--- config.mk ---
export PLATFORM = sky130hd
export DESIGN_NAME = fifo_uart_tx
export DESIGN_NICKNAME = d
export VERILOG_FILES = /design/src/rtl/uart_pkg.sv /design/src/rtl/uart_baud_counter.sv /design/src/rtl/fifo_uart_tx.sv
export SDC_FILE = /design/constraint.sdc
export NUM_CORES = 1
export LEC_CHECK = 0
export BUFFER_PORTS_ARGS = -buffer_cell sky130_fd_sc_hd__buf_2
export CORE_ASPECT_RATIO = 1.4
export CORE_MARGIN = 5
export CORE_UTILIZATION = 40
export CTS_CLUSTER_SIZE = 20
export DETAILED_ROUTE_END_ITERATION = 10
export PLACE_DENSITY = 0.64
export SKIP_CTS_REPAIR_TIMING = 1
export SLEW_MARGIN = 40
export SYNTH_ARGS = -nofsm -noshare
export SYNTH_HDL_FRONTEND = slang
export SYNTH_SLANG_ARGS = --single-unit
--- constraint.sdc ---
create_clock -name clk -period 2.06 [get_ports clk]
set_clock_uncertainty 0.2 [all_clocks]
set_input_delay 0.103 -clock clk [delete_from_list [all_inputs] [get_ports clk]]
set_output_delay 0.103 -clock clk [all_outputs]
set_load 0.03 [all_outputs]
--- src/rtl/uart_pkg.sv ---
// rtl/uart_pkg.sv - shared types and default constants for the UART transmit stage
package uart_pkg;

    localparam int UART_CLKS_PER_BIT = 16;
    localparam int UART_DATA_W       = 8;

    typedef enum logic [2:0] {
        ST_IDLE,
        ST_FETCH,
        ST_LATCH,
        ST_START,
        ST_DATA,
        ST_STOP
    } uart_tx_state_t;

endpackage

--- src/rtl/uart_baud_counter.sv ---
// rtl/uart_baud_counter.sv - wrapping clocks-per-bit counter with a bit boundary pulse
module uart_baud_counter #(
    parameter int CLKS_PER_BIT = 16
) (
    input  logic clk,
    input  logic rst,
    input  logic clear,
    input  logic enable,
    output logic bit_done
);

    localparam int CNT_W = $clog2(CLKS_PER_BIT);
    localparam logic [CNT_W-1:0] CNT_MAX = CNT_W'(CLKS_PER_BIT - 1);

    logic [CNT_W-1:0] cnt_q, cnt_d;

    always_comb begin
        cnt_d = cnt_q;
        if (clear) begin
            cnt_d = '0;
        end else if (enable) begin
            cnt_d = (cnt_q == CNT_MAX) ? '0 : cnt_q + CNT_W'(1);
        end
    end

    always_ff @(posedge clk or posedge rst) begin
        if (rst) begin
            cnt_q <= '0;
        end else begin
            cnt_q <= cnt_d;
        end
    end

    assign bit_done = enable && !clear && (cnt_q == CNT_MAX);

endmodule

--- src/rtl/fifo_uart_tx.sv ---
// rtl/fifo_uart_tx.sv - drains a byte FIFO and sends each entry as an 8N1 UART frame
module fifo_uart_tx
    import uart_pkg::*;
#(
    parameter int CLKS_PER_BIT = UART_CLKS_PER_BIT,
    parameter int DATA_W       = UART_DATA_W
) (
    input  logic              clk,
    input  logic              rst,
    input  logic              fifo_empty,
    input  logic [DATA_W-1:0] fifo_data,
    output logic              fifo_read_enable,
    output logic              tx,
    output logic              busy
);

    localparam int IDX_W = $clog2(DATA_W + 1);
    localparam logic [IDX_W-1:0] LAST_IDX = IDX_W'(DATA_W - 1);

    uart_tx_state_t    state_q;
    logic [DATA_W-1:0] shift_q;
    logic [DATA_W-1:0] shift_nx;
    logic [IDX_W-1:0]  idx_q;
    logic              tx_q;
    logic              busy_q;
    logic              rd_q;
    logic              baud_clear;
    logic              baud_en;
    logic              bit_done;

    assign baud_clear = (state_q == ST_LATCH);
    assign baud_en    = (state_q == ST_START) || (state_q == ST_DATA) || (state_q == ST_STOP);
    assign shift_nx   = shift_q >> 1;

    uart_baud_counter #(
        .CLKS_PER_BIT(CLKS_PER_BIT)
    ) u_baud (
        .clk     (clk),
        .rst     (rst),
        .clear   (baud_clear),
        .enable  (baud_en),
        .bit_done(bit_done)
    );

    // Outputs are assigned from the destination state so they switch on the same edge as state_q.
    always_ff @(posedge clk or posedge rst) begin
        if (rst) begin
            state_q <= ST_IDLE;
            shift_q <= '0;
            idx_q   <= '0;
            tx_q    <= 1'b1;
            busy_q  <= 1'b0;
            rd_q    <= 1'b0;
        end else begin
            case (state_q)
                ST_IDLE: begin
                    if (!fifo_empty) begin
                        state_q <= ST_FETCH;
                        rd_q    <= 1'b1;
                        busy_q  <= 1'b1;
                    end
                end
                ST_FETCH: begin
                    state_q <= ST_LATCH;
                    rd_q    <= 1'b0;
                end
                ST_LATCH: begin
                    shift_q <= fifo_data;
                    idx_q   <= '0;
                    state_q <= ST_START;
                    tx_q    <= 1'b0;
                end
                ST_START: begin
                    if (bit_done) begin
                        state_q <= ST_DATA;
                        tx_q    <= shift_q[0];
                    end
                end
                ST_DATA: begin
                    if (bit_done) begin
                        if (idx_q == LAST_IDX) begin
                            state_q <= ST_STOP;
                            tx_q    <= 1'b1;
                        end else begin
                            shift_q <= shift_nx;
                            idx_q   <= idx_q + IDX_W'(1);
                            tx_q    <= shift_nx[0];
                        end
                    end
                end
                ST_STOP: begin
                    if (bit_done) begin
                        if (!fifo_empty) begin
                            state_q <= ST_FETCH;
                            rd_q    <= 1'b1;
                        end else begin
                            state_q <= ST_IDLE;
                            busy_q  <= 1'b0;
                        end
                    end
                end
                default: begin
                    state_q <= ST_IDLE;
                    tx_q    <= 1'b1;
                    busy_q  <= 1'b0;
                    rd_q    <= 1'b0;
                end
            endcase
        end
    end

    assign fifo_read_enable = rd_q;
    assign tx               = tx_q;
    assign busy             = busy_q;

endmodule

### Yosys cells after proc, flatten, opt, wreduce, memory -nomap -nowiden

Cells that the tools add are included.

| storage, ports and cells | value |
|---|---|
| bits in registers | 22 |
| bits in latches | 0 |
| memory bits (writable) | 0 |
| memory bits (read-only) | 0 |
| output and inout bits | 3 |
| logic and storage cells | 69 |
| memories | 0 |

| cells by class | value |
|---|---|
| add/subtract/negate cells | 2 |
| multipliers | 0 |
| div/mod/pow operators | 0 |
| $lt $le $gt $ge | 0 |
| equality and inequality tests | 14 |
| shift-type cells | 0 |
| multiplexer cells | 27 |
| bitwise operators | 3 |
| reductions and logical operators | 16 |

Operator list:

| kind | count |
|---|---|
| $mux 4 | 5 |
| $pmux 3 s6 | 1 |
| $mux 8 | 2 |
| $pmux 8 s2 | 1 |
| $mux 3 | 5 |
| $ne 2x2->1 const B | 6 |
| $mux 1 | 9 |
| $add 4x1->4 const B | 2 |
| $pmux 4 s2 | 1 |
| $eq 3x2->1 const B | 2 |
| $eq 3x3->1 const B | 2 |
| $pmux 1 s3 | 2 |
| $reduce_and 3->1 | 2 |
| $reduce_or 3->1 | 2 |
| $reduce_and 5->1 | 1 |
| $eq 4x3->1 const B | 1 |
| $eq 4x4->1 const B | 1 |
| $pmux 1 s4 | 1 |
| $reduce_and 4->1 | 1 |
| $reduce_bool 2->1 | 2 |
| $reduce_or 4->1 | 1 |
| $eq 3x1->1 const B | 1 |
| $logic_not 3->1 | 1 |
| $not 1->1 | 3 |
| 5 further kinds | 7 |

### Longest topological paths before layout

Gate-level depths: netlist (run 1).

| logic depth | value |
|---|---|
| word-level depth | 7 |
| gate-level depth with buffers | 7 |

### Hierarchy

A second synthesis (run 1) with hierarchy kept.

| unflattened totals | value |
|---|---|
| cell total of the unflattened synthesis | 142 |
| area total of the unflattened synthesis | 1268.7 µm² |

Modules (own cells, without submodules):

| module | instances | cells an instance | area each (µm²) | seq. area each (µm²) |
|---|---|---|---|---|
| fifo_uart_tx | 1 | 119 | 1056.0 | 451.7 |
| uart_baud_counter | 1 | 23 | 212.7 | 100.1 |

### Worst setup path before layout (run 1)

OpenSTA, ideal clock, no wires.

| timing path | value |
|---|---|
| path type | reg-to-reg |
| from | register u_baud.cnt_q[0] |
| to | register idx_q[1] |
| arrival time | 1400 ps |
| required time | 1738 ps |
| setup slack | 338 ps |
| cell stages (with the launch flop) | 7 |
| buffers on the path | 1 |
| cell sequence | dfrtp_1 ha_1 and3_1 clkbuf_1 nand2_1 inv_1 a32o_1 |

| on the way | value |
|---|---|
| word-level cells in the longest chain between the ends | 4 |

RTL lines:

| element | RTL line | RTL |
|---|---|---|
| start, declared | uart_baud_counter.sv:15 | `logic [CNT_W-1:0] cnt_q, cnt_d;` |
| start signal, assigned | uart_baud_counter.sv:30 | `cnt_q <= cnt_d;` |
| $eq 4x4->1 | uart_baud_counter.sv:34 | `assign bit_done = enable && !clear && (cnt_q == CNT_MAX);` |
| $logic_and 1x1->1 | uart_baud_counter.sv:34 |  |
| $ne 2x2->1 (no source line) | - |  |
| $reduce_and 3->1 (no source line) | - |  |
| end signal, assigned | fifo_uart_tx.sv:86 | `idx_q <= idx_q + IDX_W'(1);` |
| end, declared | fifo_uart_tx.sv:23 | `logic [IDX_W-1:0] idx_q;` |

No other way between the ends.
A chain may end at the register's enable or synchronous reset.

### Worst setup path in the final report (run 1)

| timing path | value |
|---|---|
| from | register state_q[2] |
| to | register idx_q[0] |

| on the way | value |
|---|---|
| word-level cells in the longest chain between the ends | 7 |
| elaborated cells on any way between the ends | 14 |
| those cells by class | eq/ne: 6; mux: 1; reduce/logical: 7 |

RTL lines:

| element | RTL line | RTL |
|---|---|---|
| start, declared | fifo_uart_tx.sv:20 | `uart_tx_state_t state_q;` |
| start signal, assigned | fifo_uart_tx.sv:48 | `state_q <= ST_IDLE;` |
| start signal, assigned | fifo_uart_tx.sv:58 | `state_q <= ST_FETCH;` |
| start signal, assigned | fifo_uart_tx.sv:64 | `state_q <= ST_LATCH;` |
| $eq 3x2->1 or $eq 3x3->1 (tied branches) | fifo_uart_tx.sv:32, fifo_uart_tx.sv:55 |  |
| $logic_or 1x1->1 (2 in series) | fifo_uart_tx.sv:32 | `assign baud_en = (state_q == ST_START) \|\| (state_q == ST_DATA) \|\| (state_q == ST_STOP);` |
| $logic_and 1x1->1 (2 in series) | uart_baud_counter.sv:34 |  |
| $ne 2x2->1 (no source line) | - |  |
| $reduce_and 3->1 (no source line) | - |  |

Several ways; a longest one is shown, not always the timed one.

==> results.txt, run 1 <==
The run finished, with violations left. The final reports fail on hold timing. The part of the power in the clock network is between 20% and 30%. The number of antenna violations at the first check in global routing came out at 0. In this run the deepest clock path goes through 2 buffers. The total leakage power came out at ~0.63 nW. The area of the die came out at 4170 um2. The first-pass iteration count of the detailed router is 4. The die span in y came out at 74.5 um. The routed via count divided by cell count is 5.55.

The total via count in the routed design came out at 965. The met2 track demand over resource in global routing is 23.3%. Setup violations remaining at the end of the flow were counted as 0. The delay of the slowest cell on the worst path is approximately 0.42 ns. The worst setup path is of the flop to flop kind.

The number of warnings reported in the yosys synthesis log came out at 0. The count of different cell masters after synthesis is 40. The number of max-capacitance violations reported came out at 0. The area of the multi-input gates came out at between 500 and 600 um2. The power per cell area is about 1400 nW/um2. The worst setup path is launched from a flop.

The routing layer with the top usage in global route is met2. The area overhead of the layout relative to synthesis came out at 18.2%. The number of synthesized register bits is 22. The maximum number of pins on one net before global-route repair is 23. The critical path data required time came out at 2.01 ns. STA puts the critical path data arrival time at approximately 1.8 ns. The synthesized area per cell is 10.1 um2. The total area inside the core boundary comes to around 2800 um2. The transition at the pin with the smallest max-transition slack came out at 0.358 ns.

The switching share of power is a little over a third. The final layout contains routed wiring with a total length of roughly 2600 um. The area taken by flip-flops and latches is 552 um2.

The sum of negative setup slack is 0 ns. The CTS sink count is 22. The post-layout worst setup margin came out at 0.210 ns. The max-slew violation count came out at 0. The maximum resistive drop on vdd came out at slightly above 0.7 mV.

The average wire per cell in the routed design came out at approximately 15 um. In the global route stage, overall resource usage came out at between 10% and 20%. The top-level port count is 14.

Of all nets on the critical path, the largest fanout is 13. The clock period minus final worst setup slack came out at ~1.9 ns. For this run, the post-layout net count is 151. The minimum setup slack after placement came out at 0.251 ns. Measured along the x axis, the die boundary spans 56.0 um. The number of global-route vias before repair came out at 958. Clock tree synthesis selected as its root buffer the cell sky130_fd_sc_hd__clkbuf_8. The wire-length estimate of the detail-placed layout is around 1900 um.

Buffers placed on the I/O ports in this run total 13. TritonCTS built the clock tree. The layout has 270 filler cells.

The first-pass GRT wire length is between 4000 and 5000 um. The total overflow reported by the global router came out at 0. The tightest min-delay check is of the input port to flop type. The sequential share of the synthesized area came out at between 40% and 50%. The signal on the critical path passes through nor3b_2 > a21o_2 > nand2_1 > a22o_1. Among all flip-flop cells after synthesis, the most frequent one is sky130_fd_sc_hd__dfrtp_1. The synthesized instance count is about 120. The clock insertion delay at the later pin of the skew report is ~0.26 ns. The number of H-tree levels came out at 1.

In the routed design, unresolved DRC markers number 0. The fraction of final layout cells with drive strength greater than 1 is between 20% and 30%. The endpoint type of the worst setup path is a flop. The repair_antennas step left the layout with diodes totalling 0.

Counting every net in the synthesized netlist gives approximately 130. The met1 capacity usage during global routing is about 16%. The highest attainable clock frequency came out at between 500 and 600 MHz. The share of total power in sequential cells is 37.4%. The synthesized cell area is 1190 um2. The share of the clock period used by the worst path came out at between 80% and 90%. The number of DRC violations after detailed-routing iteration 0 came out at 40.

The clock edge transition at the registers on the reported setup and hold paths is 0.09 ns. The final count of hold timing violations is 4. The tightest hold path in the finished design has a slack of -0.0260 ns. The met3 demand-to-capacity share in global routing is 3.30%. Combinational cells account for between 40% and 50% of the total power. The worst reg2reg path depth is 4. The power dissipated by switching net loads is just over 700 uW. The worst slew slack as a fraction of its limit came out at roughly three quarters. Setup repair after global routing left no endpoint under its margin. The final weighted congestion in routability-driven placement is ~0.85. The number of CTS-inserted buffers came out at 3.

The internal power component came out at 1.24 mW. The starting density of the core is a little over two fifths. The remaining antenna violation count is 0.

The cell with the largest stage delay on the worst path is sky130_fd_sc_hd__dfrtp_1. The floorplan has 23 rows. The cell count of the worst hold path came out at 4. The async set-reset flop share out of synthesis is 100%. The number of flops mapped to enable cells by yosys is 0.
-- worst max-delay path: cells and delay by family, from the launching register on --
| kind | cells | cell delay [ns] |
|---|---|---|
| DFF | 1 | 0.42 |
| AOI/OAI and AO/OA | 2 | 0.60 |
| and+or+nand+nor | 2 | 0.52 |
-- Yosys cell counts, drive strengths merged, types with 2 or more instances --
master    n  area share, %
nand3b    3            1.9
nand2b    4            2.1
nor3b     4            3.9
and2      2            1.3
and3      3            1.6
clkbuf    3           0.95
a31o      2            1.5
a21oi     4            1.7
ha        2            2.1
nor2      7            2.2
dfrtp    21             44
inv       7            2.2
o31ai     2            1.3
a311oi    3            2.2
a211oi    3            1.9
a2bb2oi   6            4.4
o22ai     8            4.2
nand3     3            1.3
buf       5            3.4
a22o      2            1.5
nand2     7            2.8
o21ai     6            2.5
-- routing by layer --
metal / wire [um] / part of all wire [%] / vias to the layer above
li1: - / - / 477
met1: 1090 / 42 / 464
met2: 1380 / 53 / 22
met3: 91 / 3.5 / 2
met4: 25 / 0.97 / 0
met5: 0 / 0 / -
-- stage by stage --
stage	total power, mW	cell area [um2]	cells	util, %	hold slack [ns]
detailed placement	1.54	1290	166	45.4	-0.0404
global route	2.10	1400	174	49.3	0.00411
CTS	1.95	1360	170	47.9	-0.334
floorplan	1.37	1190	118	-	-0.109
finish	1.95	1400	174	49.3	-0.0260
global placement	1.52	1290	166	45.4	-0.0503
-- flip-flops by register name (all words and copies together), names as in the netlist --
| signal | count |
|---|---|
| u_baud.cnt_q | 4 |
| busy | 1 |
| tx | 1 |
| fifo_read_enable | 1 |
| state_q | 3 |
| idx_q | 4 |
| shift_q | 8 |
-- power by group through the flow --
stage	Sequential, mW	Clock (mW)	Combinational (mW)
finish	0.728	0.408	0.809
global route	0.753	0.437	0.906
CTS	0.727	0.417	0.810
detailed placement	0.735	0	0.807
global placement	0.728	0	0.789
floorplan	0.750	0	0.623
-- area by class of cell --
| type | count | area share (%) |
|---|---|---|
| multi-input combinational | 81 | 39.8 |
| sequential | 22 | 39.3 |
| timing repair buffer | 23 | 10.7 |
| tap | 37 | 3.30 |
| clock buffer | 3 | 2.94 |
| clock inverter | 1 | 2.14 |
| inverter | 7 | 1.87 |
-- path summary, 6_finish.rpt --
kind	start	end	slack, ns
setup reg to reg	state_q[2]$_DFFE_PP0P_	idx_q[0]$_DFFE_PP0P_	0.21
min in group asynchronous	rst	shift_q[2]$_DFFE_PP0P_	0.20
max in group asynchronous	rst	tx$_DFFE_PP1P_	1.18
hold reg to reg	tx$_DFFE_PP1P_	tx$_DFFE_PP1P_	0.31
hold / removal	fifo_empty	fifo_read_enable$_DFFE_PP0P_	-0.03
setup / recovery	state_q[2]$_DFFE_PP0P_	idx_q[0]$_DFFE_PP0P_	0.21
-- kinds of logic (layout without fill, tap and decap cells) --
group                    Yosys count  after routing  share of synthesized area [%]
multiplexers                       1              1                          0.843
AO/OA/AOI/OAI                     42             42                           25.5
flip-flops                        22             22                           46.5
AND/OR/NAND/NOR                   36             36                           18.5
buffers and inverters             15             34                           6.53
adder cells (fa/ha/maj)            2              2                           2.11
-- cells in the final DEF (no fill, tap or decap), types with 4 or more instances in the layout --
cell / count
sky130_fd_sc_hd__buf_2: 13
sky130_fd_sc_hd__nand2b_1: 4
sky130_fd_sc_hd__a2bb2oi_1: 6
sky130_fd_sc_hd__o22ai_1: 8
sky130_fd_sc_hd__buf_4: 6
sky130_fd_sc_hd__nand2_1: 6
sky130_fd_sc_hd__inv_1: 7
sky130_fd_sc_hd__nor2_1: 7
sky130_fd_sc_hd__dlygate4sd3_1: 4
sky130_fd_sc_hd__dfrtp_1: 21
sky130_fd_sc_hd__a21oi_1: 4
sky130_fd_sc_hd__o21ai_0: 6
Note: power is estimated with default switching activity, not from simulation.
==> inputs of run 2 (changes only) <==
--- a/config.mk
+++ b/config.mk
@@ -16,4 +16,5 @@
 export SLEW_MARGIN = 40
 export SYNTH_ARGS = -nofsm -noshare
 export SYNTH_HDL_FRONTEND = slang
+export SYNTH_HIERARCHICAL = 1
 export SYNTH_SLANG_ARGS = --single-unit
==> run 2 against run 1 <==
Against the previous run: the run now ends clean; total power increased by 4.9%; combinational power increased by 23%; wire length increased by 9.3%; design area increased by 12%; clock power decreased by 23%; final cell count increased by 19%; sequential share of layout area decreased by 4.2 points; hold slack improved by 0.038 ns; core utilization increased by 1.8 points; highest routed layer unchanged.
==> results.txt, run 2 <==
The standard cell core area is 3090 um2 (+8.6%). Of all cell types, the one taking the most synthesized area is sky130_fd_sc_hd__dfrtp_1. The number of global-route vias before repair came to 1100 (+15%). The total detailed-routing wirelength is 2820 um (+9.3%). The HPWL after detailed placement came out at 2080 um (+8.2%). The number of max-capacitance violations reported is 0 (unchanged).

The post-route total power was 2.04 mW (+4.9%). The maximum resistive drop on vdd came out at 0.687 mV (-4.1%). In the final layout, the registers with the most flip-flops are shift_q x8, idx_q x4, u_baud/cnt_q x4. The register with the most flip-flops in the final layout is shift_q. The post-layout worst setup margin is 0.0789 ns (-0.131 ns).

The number of nets produced by synthesis was 155 (+18%). The CTS sink count came out at 22 (unchanged). The max-slew violation count is 0 (unchanged). The number of antenna violations at the first check in global routing is 0 (unchanged). The share of the clock period used by the worst path is 96.2% (+6.4 points). The starting density of the core came out at 41.0% (-0.66 points). The highest attainable clock frequency was 505 MHz (-6.6%). The final net count is 182 (+21%). The number of DRC violations after detailed-routing iteration 0 is 15 (-63%).

The area taken by flip-flops and latches is 554 um2 (+0.45%). The transition at the pin with the smallest max-transition slack is 0.700 ns (+0.342 ns). The count of final setup violators is 0 (unchanged).

The area overhead of the layout relative to synthesis came out at 24.5%. The total leakage power was 0.733 nW (+16%). The first-pass iteration count of the detailed router is 4 (unchanged).

The area of the die was 4410 um2 (+5.8%). The worst setup path is launched from a flop. The sum of negative setup slack came out at 0 ns (unchanged). The floorplan row count came out at 24 (+4.3%).

The sequential share of the synthesized area is 43.5% (-3.0 points). The worst setup path is of the flop to flop kind. The cell with the largest stage delay on the worst path is sky130_fd_sc_hd__or4b_4. The maximum net fanout on the critical path was 4 (-9). The number of filler cells placed in the layout came out at 292 (+8.1%). The die span in y is 76.6 um (+2.9%). Setup repair after global routing could not meet its margin everywhere. The count of different cell masters after synthesis is 33 (-18%). In the layout the commonest cells are 19 x sky130_fd_sc_hd__dfrtp_1, 16 x sky130_fd_sc_hd__a21oi_1, 14 x sky130_fd_sc_hd__buf_2.

The number of warnings reported in the yosys synthesis log is 6 (+6). The clock insertion delay at the later pin of the skew report came out at 0.26 ns (about the same). The number of synthesized register bits is 22 (unchanged). The synthesized instance count is 142 (+20%). The clock edge transition at the registers on the reported setup and hold paths came to 0.08 ns (about the same). The data arrival time at the worst-slack endpoint is 1.98 ns (+0.18 ns). The critical path data required time came out at 2.06 ns (+0.05 ns). By area the synthesized netlist is led by sky130_fd_sc_hd__dfrtp_1 41%, sky130_fd_sc_hd__a21oi_1 6.3%, sky130_fd_sc_hd__nand3b_1 4.7%. The worst slew slack as a fraction of its limit is 53.3% (-23 points). The number of CTS-inserted buffers is 3 (unchanged). For this run, the leading register cell type out of synthesis is sky130_fd_sc_hd__dfrtp_1. The power dissipated by switching net loads is 784 uW (+10%). Walking the worst path, the cells encountered are nand2b_4 > o21ai_4 > nand2_2 > nor3_4 > nand2_1 > or4b_4 > xor2_1 > nor2_1.

The power per cell area came out at 1290 nW/um2 (-6.7%). The tightest hold margin came out at 0.0116 ns (+0.0376 ns). The routed via count divided by cell count is 5.41 (-2.4%). In this run the clock root is driven by a sky130_fd_sc_hd__clkbuf_8. The clock period minus final worst setup slack is 1.98 ns (+0.131 ns). The async set-reset flop share out of synthesis came out at 100% (unchanged). The buffer levels on the longest clock path came out at 2 (unchanged). The number of flops mapped to enable cells by yosys came out at 0 (unchanged). In the synthesized netlist, the cells that appear most often are 21 x sky130_fd_sc_hd__dfrtp_1, 16 x sky130_fd_sc_hd__a21oi_1, 14 x sky130_fd_sc_hd__nand2_1. The maximum number of pins on one net before global-route repair is 19 (-17%). TritonCTS built the clock tree. The min-delay analysis places its worst path in the category input port to flop. The internal power component is 1.26 mW (+1.7%). The delay of the slowest cell on the worst path came out at 0.48 ns (+0.06 ns). The area of the multi-input gates came to 711 um2 (+27%).

The synthesized area per cell is 8.93 um2 (-11%). The worst setup path is captured at a flop. The number of H-tree levels came out at 1 (unchanged). The chip width came out at 57.6 um (+2.8%).

The share of total power in sequential cells came to 35.7% (-1.7 points). The flop-to-flop setup slack came out at 0.08 ns (-0.13 ns). The fraction of final layout cells with drive strength greater than 1 is 32.7% (+11 points). The flow ran to the end, and the final reports show no timing, DRC or antenna violations. The first-pass GRT wire length came out at 4780 um (+9.1%).

The final weighted congestion in routability-driven placement came out at 0.784 (-8.1%). The top-level port count is 14 (unchanged). sky130_fd_sc_hd__dfrtp_1 is the most common cell in the netlist. The average wire per cell in the routed design is 13.6 um (-8.2%). The number of flip-flops in the largest register is 8 (unchanged). The synthesized cell area came out at 1270 um2 (+6.8%). The total overflow reported by the global router is 0 (unchanged).

The switching share of power is 38.4% (+1.9 points). The library cell used most frequently in the layout, excluding fill and tap cells, is sky130_fd_sc_hd__dfrtp_1. The combinational fraction of design power came out at 48.9% (+7.3 points). The post-route non-filler standard cell count came to 207 (+19%). The count of port buffers added during placement came out at 13 (unchanged).

The final count of hold timing violations came out at 0 (-4). The area share of the leading cell type in the synthesized netlist came out at 41.4% (-2.8 points). The total global-route track usage came out at 13.6% (+0.063 points). The remaining antenna violation count came out at 0 (unchanged).

The minimum setup slack after placement came out at -0.000437 ns (-0.251 ns). The total inserted antenna cells came out at 0 (unchanged). The total via count in the routed design came out at 1120 (+16%). The total DRC errors in the routed layout came out at 0 (unchanged). The part of the power in the clock network was 15.3% (-5.7 points). The post-placement cell count is 198 (+19%).
[run 2: layer usage]
| layer | track usage, % | routed length [um] |
|---|---|---|
| met4 | 6.26 | 48 |
| met1 | 15.2 | 1120 |
| met5 | 0 | 0 |
| met2 | 24.2 | 1570 |
| met3 | 2.03 | 75 |
[run 2: through the flow]
step / util (%) / cell area (um2)
final: 51.1 / 1580
after global routing: 51.1 / 1580
after CTS: 49.3 / 1530
after detailed placement: 47.5 / 1470
after global placement: 47.5 / 1470
after floorplan: - / 1330
[run 2: path summary, 6_finish.rpt]
path | start | to | cells after the start
max reg2reg | state_q[1]$_DFFE_PP0P_ | idx_q[3]$_DFFE_PP0P_ | 8
max in group asynchronous | rst | state_q[0]$_DFFE_PP0P_ | 3
max | state_q[1]$_DFFE_PP0P_ | idx_q[3]$_DFFE_PP0P_ | 8
min reg2reg | shift_q[4]$_DFFE_PP0P_ | shift_q[4]$_DFFE_PP0P_ | 2
min | fifo_data[4] | shift_q[4]$_DFFE_PP0P_ | 4
min in group asynchronous | rst | u_baud/cnt_q[0]$_DFFE_PP0P_ | 3
[run 2: worst max-delay path, delay by kind of cell, from the launching register on]
kind	cells	cell delay (ns)
xor gates and xnor gates	1	0.15
and+or+nand+nor	6	1.07
AOI/OAI and AO/OA	1	0.07
DFF	1	0.44
[run 2: cell type report]
cell class,instances,share of cell area [%]
inverters,5,1.19
repair buffers,29,12.1
clock buffers,4,3.49
multi-input cells,108,45.0
flip-flops and latches,22,35.1
well taps,39,3.09
[run 2: kinds of logic (layout without fill, tap and decap cells)]
logic type / after synthesis / count (layout) / share of synthesized area, %
multiplexers: 5 / 5 / 4.14
flip-flops: 22 / 22 / 43.5
buffers and inverters: 12 / 38 / 3.75
AO/OA/AOI/OAI: 39 / 39 / 17.8
AND/OR/NAND/NOR: 60 / 60 / 27.5
XOR/XNOR: 2 / 2 / 1.38
adder cells (fa/ha/maj): 2 / 2 / 1.97
[run 2: power groups by stage]
stage          sequential [mW]  clock [mW]  combinational, mW
2_1_floorplan            0.780           0              0.650
3_3_place_gp             0.734           0              0.908
3_5_place_dp             0.745           0              0.938
4_1_cts                  0.736       0.322              0.943
5_1_grt                  0.748       0.337               1.11
6_report                 0.729       0.313              0.999
